===== src/rtl/serial_adder_cmp.sv =====
// Chunk-serial XLEN-bit adder/subtractor producing carry, zero, negative, overflow and a selected compare.
// Defining SERIAL_ADDER_FLUSH_EN adds a flush_i port that abandons an in-flight operation.
module serial_adder_cmp #(
  parameter int unsigned XLEN  = 32,
  parameter int unsigned CHUNK = 8
) (
  input  logic            clk_i,
  input  logic            rst_ni,
`ifdef SERIAL_ADDER_FLUSH_EN
  input  logic            flush_i,
`endif
  input  logic            in_valid_i,
  output logic            in_ready_o,
  input  logic [XLEN-1:0] a_i,
  input  logic [XLEN-1:0] b_i,
  input  logic            sub_i,
  input  logic [5:0]      sel_i,
  output logic            out_valid_o,
  input  logic            out_ready_i,
  output logic [XLEN-1:0] sum_o,
  output logic            cout_o,
  output logic            zero_o,
  output logic            neg_o,
  output logic            ovf_o,
  output logic            cmp_o
);

  localparam int unsigned NCHUNK = XLEN / CHUNK;
  localparam int unsigned CNT_W  = (NCHUNK > 1) ? $clog2(NCHUNK) : 1;
  localparam int unsigned MSB    = XLEN - 1;

  localparam logic [5:0] SEL_EQ  = 6'b000001;
  localparam logic [5:0] SEL_NE  = 6'b000010;
  localparam logic [5:0] SEL_LTU = 6'b000100;
  localparam logic [5:0] SEL_GEU = 6'b001000;
  localparam logic [5:0] SEL_LT  = 6'b010000;
  localparam logic [5:0] SEL_GE  = 6'b100000;

  if ((XLEN % CHUNK) != 0) begin : g_chunk_check
    $error("serial_adder_cmp: XLEN must be a multiple of CHUNK");
  end

  typedef enum logic [1:0] {IDLE, CALC, DONE} state_e;

  state_e            state_q, state_d;
  logic [CNT_W-1:0]  cnt_q, cnt_d;
  logic              carry_q, carry_d;
  logic              nz_q, nz_d;
  logic [XLEN-1:0]   a_q, a_d;
  logic [XLEN-1:0]   b_q, b_d;
  logic              sub_q, sub_d;
  logic [5:0]        sel_q, sel_d;
  logic [XLEN-1:0]   sum_q, sum_d;
  logic [XLEN-1:0]   res_sum_q, res_sum_d;
  logic              res_cout_q, res_cout_d;
  logic              res_zero_q, res_zero_d;
  logic              res_neg_q, res_neg_d;
  logic              res_ovf_q, res_ovf_d;
  logic              res_cmp_q, res_cmp_d;

  logic              flush;
  logic [CHUNK-1:0]  a_chunk [NCHUNK];
  logic [CHUNK-1:0]  b_chunk [NCHUNK];
  logic [CHUNK-1:0]  a_ch;
  logic [CHUNK-1:0]  b_ch;
  logic [CHUNK:0]    add_w;
  logic [XLEN-1:0]   sum_next;
  logic              nz_next;
  logic              ovf_next;
  logic              cmp_next;

`ifdef SERIAL_ADDER_FLUSH_EN
  assign flush = flush_i;
`else
  assign flush = 1'b0;
`endif

  // Chunk datapath: the counter selects which slice of A/B feeds the adder and which sum slice is replaced.
  for (genvar g = 0; g < NCHUNK; g++) begin : g_chunk
    assign a_chunk[g] = a_q[g*CHUNK +: CHUNK];
    assign b_chunk[g] = b_q[g*CHUNK +: CHUNK];
    assign sum_next[g*CHUNK +: CHUNK] = (cnt_q == CNT_W'(g)) ? add_w[CHUNK-1:0]
                                                              : sum_q[g*CHUNK +: CHUNK];
  end

  assign a_ch     = a_chunk[cnt_q];
  assign b_ch     = b_chunk[cnt_q];
  assign add_w    = {1'b0, a_ch} + {1'b0, (sub_q ? ~b_ch : b_ch)} + (CHUNK+1)'(carry_q);
  assign nz_next  = nz_q | (|add_w[CHUNK-1:0]);
  assign ovf_next = (sub_q ? (a_q[MSB] ^ b_q[MSB]) : ~(a_q[MSB] ^ b_q[MSB]))
                    & (a_q[MSB] ^ sum_next[MSB]);

  // Compare result, only meaningful on the last chunk when sum_next/add_w hold final values.
  always_comb begin
    cmp_next = 1'b0;
    case (sel_q)
      SEL_EQ:  cmp_next = ~nz_next;
      SEL_NE:  cmp_next = nz_next;
      SEL_LTU: cmp_next = sub_q ? ~add_w[CHUNK] : 1'b0;
      SEL_GEU: cmp_next = sub_q ? add_w[CHUNK] : 1'b1;
      SEL_LT:  cmp_next = sub_q ? (sum_next[MSB] ^ ovf_next) : 1'b0;
      SEL_GE:  cmp_next = sub_q ? ~(sum_next[MSB] ^ ovf_next) : 1'b1;
      default: cmp_next = 1'b0;
    endcase
  end

  always_comb begin
    state_d    = state_q;
    cnt_d      = cnt_q;
    carry_d    = carry_q;
    nz_d       = nz_q;
    a_d        = a_q;
    b_d        = b_q;
    sub_d      = sub_q;
    sel_d      = sel_q;
    sum_d      = sum_q;
    res_sum_d  = res_sum_q;
    res_cout_d = res_cout_q;
    res_zero_d = res_zero_q;
    res_neg_d  = res_neg_q;
    res_ovf_d  = res_ovf_q;
    res_cmp_d  = res_cmp_q;

    case (state_q)
      IDLE: begin
        if (!flush && in_valid_i) begin
          a_d     = a_i;
          b_d     = b_i;
          sub_d   = sub_i;
          sel_d   = sel_i;
          carry_d = sub_i;
          nz_d    = 1'b0;
          cnt_d   = '0;
          state_d = CALC;
        end
      end
      CALC: begin
        if (flush) begin
          state_d = IDLE;
        end else begin
          sum_d   = sum_next;
          carry_d = add_w[CHUNK];
          nz_d    = nz_next;
          cnt_d   = cnt_q + CNT_W'(1);
          if (cnt_q == CNT_W'(NCHUNK - 1)) begin
            res_sum_d  = sum_next;
            res_cout_d = add_w[CHUNK];
            res_zero_d = ~nz_next;
            res_neg_d  = sum_next[MSB];
            res_ovf_d  = ovf_next;
            res_cmp_d  = cmp_next;
            state_d    = DONE;
          end
        end
      end
      DONE: begin
        if (flush || out_ready_i) begin
          state_d = IDLE;
        end
      end
      default: state_d = IDLE;
    endcase
  end

  always_ff @(posedge clk_i or negedge rst_ni) begin
    if (!rst_ni) begin
      state_q    <= IDLE;
      cnt_q      <= '0;
      carry_q    <= 1'b0;
      nz_q       <= 1'b0;
      a_q        <= '0;
      b_q        <= '0;
      sub_q      <= 1'b0;
      sel_q      <= '0;
      sum_q      <= '0;
      res_sum_q  <= '0;
      res_cout_q <= 1'b0;
      res_zero_q <= 1'b0;
      res_neg_q  <= 1'b0;
      res_ovf_q  <= 1'b0;
      res_cmp_q  <= 1'b0;
    end else begin
      state_q    <= state_d;
      cnt_q      <= cnt_d;
      carry_q    <= carry_d;
      nz_q       <= nz_d;
      a_q        <= a_d;
      b_q        <= b_d;
      sub_q      <= sub_d;
      sel_q      <= sel_d;
      sum_q      <= sum_d;
      res_sum_q  <= res_sum_d;
      res_cout_q <= res_cout_d;
      res_zero_q <= res_zero_d;
      res_neg_q  <= res_neg_d;
      res_ovf_q  <= res_ovf_d;
      res_cmp_q  <= res_cmp_d;
    end
  end

  assign in_ready_o  = (state_q == IDLE);
  assign out_valid_o = (state_q == DONE);
  assign sum_o       = res_sum_q;
  assign cout_o      = res_cout_q;
  assign zero_o      = res_zero_q;
  assign neg_o       = res_neg_q;
  assign ovf_o       = res_ovf_q;
  assign cmp_o       = res_cmp_q;

endmodule


===== config.mk =====
export PLATFORM = sky130hd
export DESIGN_NAME = serial_adder_cmp
export DESIGN_NICKNAME = d
export VERILOG_FILES = /design/src/rtl/serial_adder_cmp.sv
export SDC_FILE = /design/constraint.sdc
export NUM_CORES = 1
export LEC_CHECK = 0
export BUFFER_PORTS_ARGS = -buffer_cell sky130_fd_sc_hd__buf_2
export CAP_MARGIN = 20
export CORE_MARGIN = 2
export CORE_UTILIZATION = 51
export CTS_CLUSTER_SIZE = 30
export DETAILED_ROUTE_END_ITERATION = 7
export GPL_TIMING_DRIVEN = 0
export PLACE_DENSITY_LB_ADDON = 0.25
export SLEW_MARGIN = 20
export SYNTH_ARGS = -nofsm -noshare
export SYNTH_HDL_FRONTEND = slang
export SYNTH_SLANG_ARGS = --single-unit
export TNS_END_PERCENT = 100

===== constraint.sdc =====
create_clock -name clk_i -period 3.6 [get_ports clk_i]
set_input_delay 0.18 -clock clk_i [delete_from_list [all_inputs] [get_ports clk_i]]
set_output_delay 0.18 -clock clk_i [all_outputs]
set_load 0.01 [all_outputs]

# Word level (Yosys, flattened, before mapping)
# Cells that the tools add are included.
word_totals:
  word_cells: 79
  in_bits: 75
  regBits: 146
  output_inout_bits: 39
op_classes:
  n_eq_ne: 14
  mux: 27
  n_bitwise: 11
  reduce_logical: 8
  addsub: 3
  magnitude_cmp: 1
ops:
  columns: ["cell", "count"]
  rows:
  - ["$mux W8", 9]
  - ["$bmux W8 S2", 2]
  - ["$add A8 B8 Y9", 1]
  - ["$add A9 B1 Y9", 1]
  - ["$mux W2", 4]
  - ["$not A8 Y8", 1]
  - ["$reduce_or A8 Y1", 1]
  - ["$mux W1", 7]
  - ["$eq A2 B2 Y1 const B", 3]
  - ["$eq A6 B1 Y1 const B", 1]
  - ["$eq A6 B2 Y1 const B", 1]
  - ["$eq A6 B3 Y1 const B", 1]
  - ["$eq A6 B4 Y1 const B", 1]
  - ["$eq A6 B5 Y1 const B", 1]
  - ["$eq A6 B6 Y1 const B", 1]
  - ["$pmux W1 S6", 1]
  - ["$pmux W2 S3", 1]
  - ["$reduce_and A2 Y1", 3]
  - ["$eq A2 B1 Y1 const B", 2]
  - ["$logic_not A2 Y1", 2]
  - ["$ne A2 B2 Y1 const B", 2]
  - ["$not A1 Y1", 4]
  - ["$pmux W1 S2", 2]
  - ["$pmux W2 S2", 1]
  - ["9 further kinds", 11]

# Longest topological paths before layout
depth:
  depth_word: 15
  ltp_mapped: 14
  mapped_depth_nobuf: 12

# Worst setup path before layout
# OpenSTA, ideal clock, no wires.
synth_path:
  path_kind: "register -> register"
  startpoint: "reg cnt_q[1]"
  endpoint: "reg res_cmp_q (netlist: cmp_o)"
  path_slack_ns: -0.114
  arrival_ns: 3.632
  setup_ns: 0.082
  stages_incl_launch_ff: 15
  path_cell_list: "dfrtp_1 -> clkbuf_1 -> buf_1 -> mux4_2 -> xnor2_1 -> fa_1 -> inv_1 -> fa_1 -> a211oi_2 -> o21ai_1 -> a21oi_2 -> xor2_2 -> and4_4 -> mux2_4 -> a31oi_1"
synth_via:
  elab_chain_len: 15
  word_cells_on_any_way: 27
synth_rtl:
  columns: ["element", "line", "text"]
  rows:
  - ["from (decl)", "46", "logic [CNT_W-1:0] cnt_q, cnt_d;"]
  - ["from (signal assigned)", "184", "cnt_q <= cnt_d;"]
  - ["$not A2 Y3 (not written as such)", "86, 87", null]
  - ["$bmux W8 S2", "87", "assign b_ch = b_chunk[cnt_q];"]
  - ["$mux W8 (not written as such) (2 in series)", "87", null]
  - ["$not A8 Y8", "88", "assign add_w = {1'b0, a_ch} + {1'b0, (sub_q ? ~b_ch : b_ch)} + (CHUNK+1)'(carry_q);"]
  - ["$mux W8", "88", null]
  - ["$add A8 B8 Y9", "88", null]
  - ["$add A9 B1 Y9", "88", null]
  - ["$mux W8", "82", "assign sum_next[g*CHUNK +: CHUNK] = (cnt_q == CNT_W'(g)) ? add_w[CHUNK-1:0]"]
  - ["$xor A1 B1 Y1", "91", "& (a_q[MSB] ^ sum_next[MSB]);"]
  - ["$and A1 B1 Y1", "91", null]
  - ["$xor A1 B1 Y1", "101, 102", null]
  - ["$not A1 Y1", "102", "SEL_GE: cmp_next = sub_q ? ~(sum_next[MSB] ^ ovf_next) : 1'b1;"]
  - ["$mux W1", "102", null]
  - ["$pmux W1 S6", "96", "case (sel_q)"]
  - ["to (signal assigned)", "197", "res_cmp_q <= res_cmp_d;"]
  - ["to (decl)", "59", "logic res_cmp_q, res_cmp_d;"]
# Several ways; a longest one is shown, not always the timed one. The select of a mux whose other input is x is not followed.
# A chain may end at the register's enable or synchronous reset.

# Worst setup path in the final report
layout_path:
  startpoint: "reg cnt_q[0]"
  endpoint: "reg res_cmp_q (netlist: cmp_o)"
# Same word-level chain as after synthesis.

==> results.toml <==
[finish]
diodes = 0
drive_gt1_share_pct = 22.4
area_growth_pct = 35.6
fin_util_pct = 70.6
stdcell_area_sq_um = 8910
final_nets = 1000

[yosys]
seq_area_frac_synth_pct = 52.5
synth_top_family_by_area = "simple AND/OR/NAND/NOR gates"
syn_area_sq_um = 6570
yosys_register_bits = 138
synthMuxAreaShare_pct = 9.14
syn_area_per_cell_sq_um = 9.45
synth-compound-area-share_pct = 8.45
synthAdderAreaFrac_pct = 2.85
synth_area_leader_cell = "dfrtp_1"
syn_inst = 696
synthTopCellsByCount = "288 x nand2_1, 138 x dfrtp_1, 64 x o21ai_0"
synthTopCellsByArea = "dfrtp_1 53%, nand2_1 16%, mux4_2 5.5%"
synthXorXnorAreaFrac_pct = 2.74
ys_warn_count = 0
synth.most_common_cell = "nand2_1"
syn-num-nets = 784
synth-edff-count = 0
synth_top_area_share_pct = 52.5
synthSimpleGateAreaFrac_pct = 21.1
synthFlopType = "dfrtp_1"
ys_types = 51
synth-async-reset-ratio_pct = 100

[setup_path]
cp.arrival_ns = 3.95
critPathCaptureType = "register"
startpoint_type = "register"
critPathKind = "reg2reg"
reg2reg_depth = 13
required_ns = 3.94
path_max_fanout = 9

[floorplanning]
start_util_pct = 52.1
core_sq_um = 12600
dieArea_sq_um = 13800
die-height_microns = 118
io_pins = 114
row_count = 41
die_x_microns = 118

[route]
ant_nets = 0
drc = 0
first_pass_iters = 7
wl_met3_microns = 1120
detail_route.vias_per_cell = 5.34
wl_met1_microns = 7550
top_layer = "met4"
drt_iter0_markers = 396
met2_length_microns = 8880
vias = 5862
wl_microns = 18000
routedWlPerCell_microns = 16.5

[placed_design]
dpl_cell_area_sq_um = 7390
dpl.hpwl_microns = 11500
place_congestion = 0.815
portBuffers = 113

[grt]
grt_pass1_vias = 5937
grt_pass1_wl_microns = 28900
gr-usage-all-layers_pct = 26.8
antenna_found_initial = 0
overflow = 0
grt_max_degree = 82

[status]
outcome = "complete, but fails checks"
failed_checks = "negative setup slack"

[clock_tree]
cts_buffers = 17
clk_latency_ns = 0.43
cts_root_buf = "clkbuf_16"
cts_tree = "built"
clkTransAtPathRegs_ns = 0.06
htreeDepth = 4
clockBufferDepth = 2
cts_num_sinks = 138

[timing]
slew_viol_final = 0
period_minus_slack_ns = 3.61
rsz0062_at_grt = "true"
final-hold-violation-count = 0
worst_slack_ns = -0.0122
clock_skew_ns = 0.00881
fmax_mhz = 277
setup_viol = 1
worst_pin_slew_ns = 0.660
max_slew_margin_pct = 56.0
holdWs_ns = 0.272
finalCritPeriodShare_pct = 100
fin_setup_tns_ns = -0.0122

[min_path]
hold_path_class = "in2async"

[flow_run]
drv_cap = 0
timing repair:
action | in CTS | in global routing
hold endpoints to repair | 129 | 0
gates resized for setup | 14 | 3
pin swaps | 3 | 3
buffers inserted | 2 | 8
endpoints found under the setup margin | 30 | 2
hold buffers | 73 | 0
cell families after synthesis:
kind of cell	Yosys count
xor+xnor	18
compound gates	96
flops	138
mux	39
simple gates	340
buf+inv	51
fa+ha+maj	14
per-stage QoR:
step                setup WS [ns]  std cells
global route              -0.0884       1097
detailed placement         -0.778        982
finish                    -0.0122       1097
CTS                        0.0112       1089
global placement           -0.685        981
floorplan                  0.0279        696
final timing paths:
path / start / to / slack, ns
min in group clk_i: in_valid_i / sel_q[2] / 0.43
max in group asynchronous: rst_ni / b_q[11] / 2.59
max: cnt_q[0] / cmp_o / -0.01
min reg2reg: sum_o[25] / sum_o[25] / 0.47
min: rst_ni / sum_o[9] / 0.27
max reg2reg: cnt_q[0] / cmp_o / -0.01
worst max-delay path, stage by stage (launching register included):
cell and delay, ns:
dfrtp_1 0.42, buf_12 0.16, mux4_2 0.53, xnor2_2 0.16
fa_1 0.21, inv_1 0.06, fa_2 0.39, a211oi_4 0.31
o21ai_1 0.13, a21oi_2 0.23, xor2_2 0.20, and4_4 0.27
mux2_4 0.30, a31oi_1 0.15
final cells by class:
| type | count | area, sq um |
|---|---|---|
| flip-flops and latches | 138 | 3450 |
| clock buffers | 18 | 439 |
| plain buffers | 42 | 214 |
| repair buffers | 197 | 1410 |
| multi-input cells | 507 | 2950 |
| clock inverters | 14 | 201 |
| inverters | 9 | 33.8 |
| well taps | 172 | 215 |
| fillers | 933 | 3710 |
routing by layer:
layer,GRT usage (%),up-vias
met5,0,-
li1,-,2730
met2,44.3,242
met1,33.8,2847
met3,6.25,43
met4,12.0,0
cell usage in the layout (no fill, tap or decap), types with 4 or more instances in the layout:
master	netlist	layout
nor2_1	12	12
nand3_1	7	7
buf_2	5	115
clkbuf_1	33	32
mux2_2	4	4
mux4_2	16	16
nand2b_1	6	6
dfrtp_1	138	138
bufinv_16	0	5
clkbuf_16	0	17
buf_4	1	12
mux2i_1	18	18
dlygate4sd3_1	0	73
o21ai_0	64	64
a21oi_1	12	12
inv_1	9	9
xor2_1	10	10
nand2_1	288	288
clkinv_2	0	7
ha_1	11	11
flip-flops by register name (all words and copies together), names as in the netlist, 2 cells and up:
register  cells
state_q       2
b_q          32
sel_q         6
sum_o        32
sum_q        25
a_q          32
cnt_q         2
Power is not shown: default switching activity piles up to over one toggle a cycle in this logic, so the estimate is an artifact.
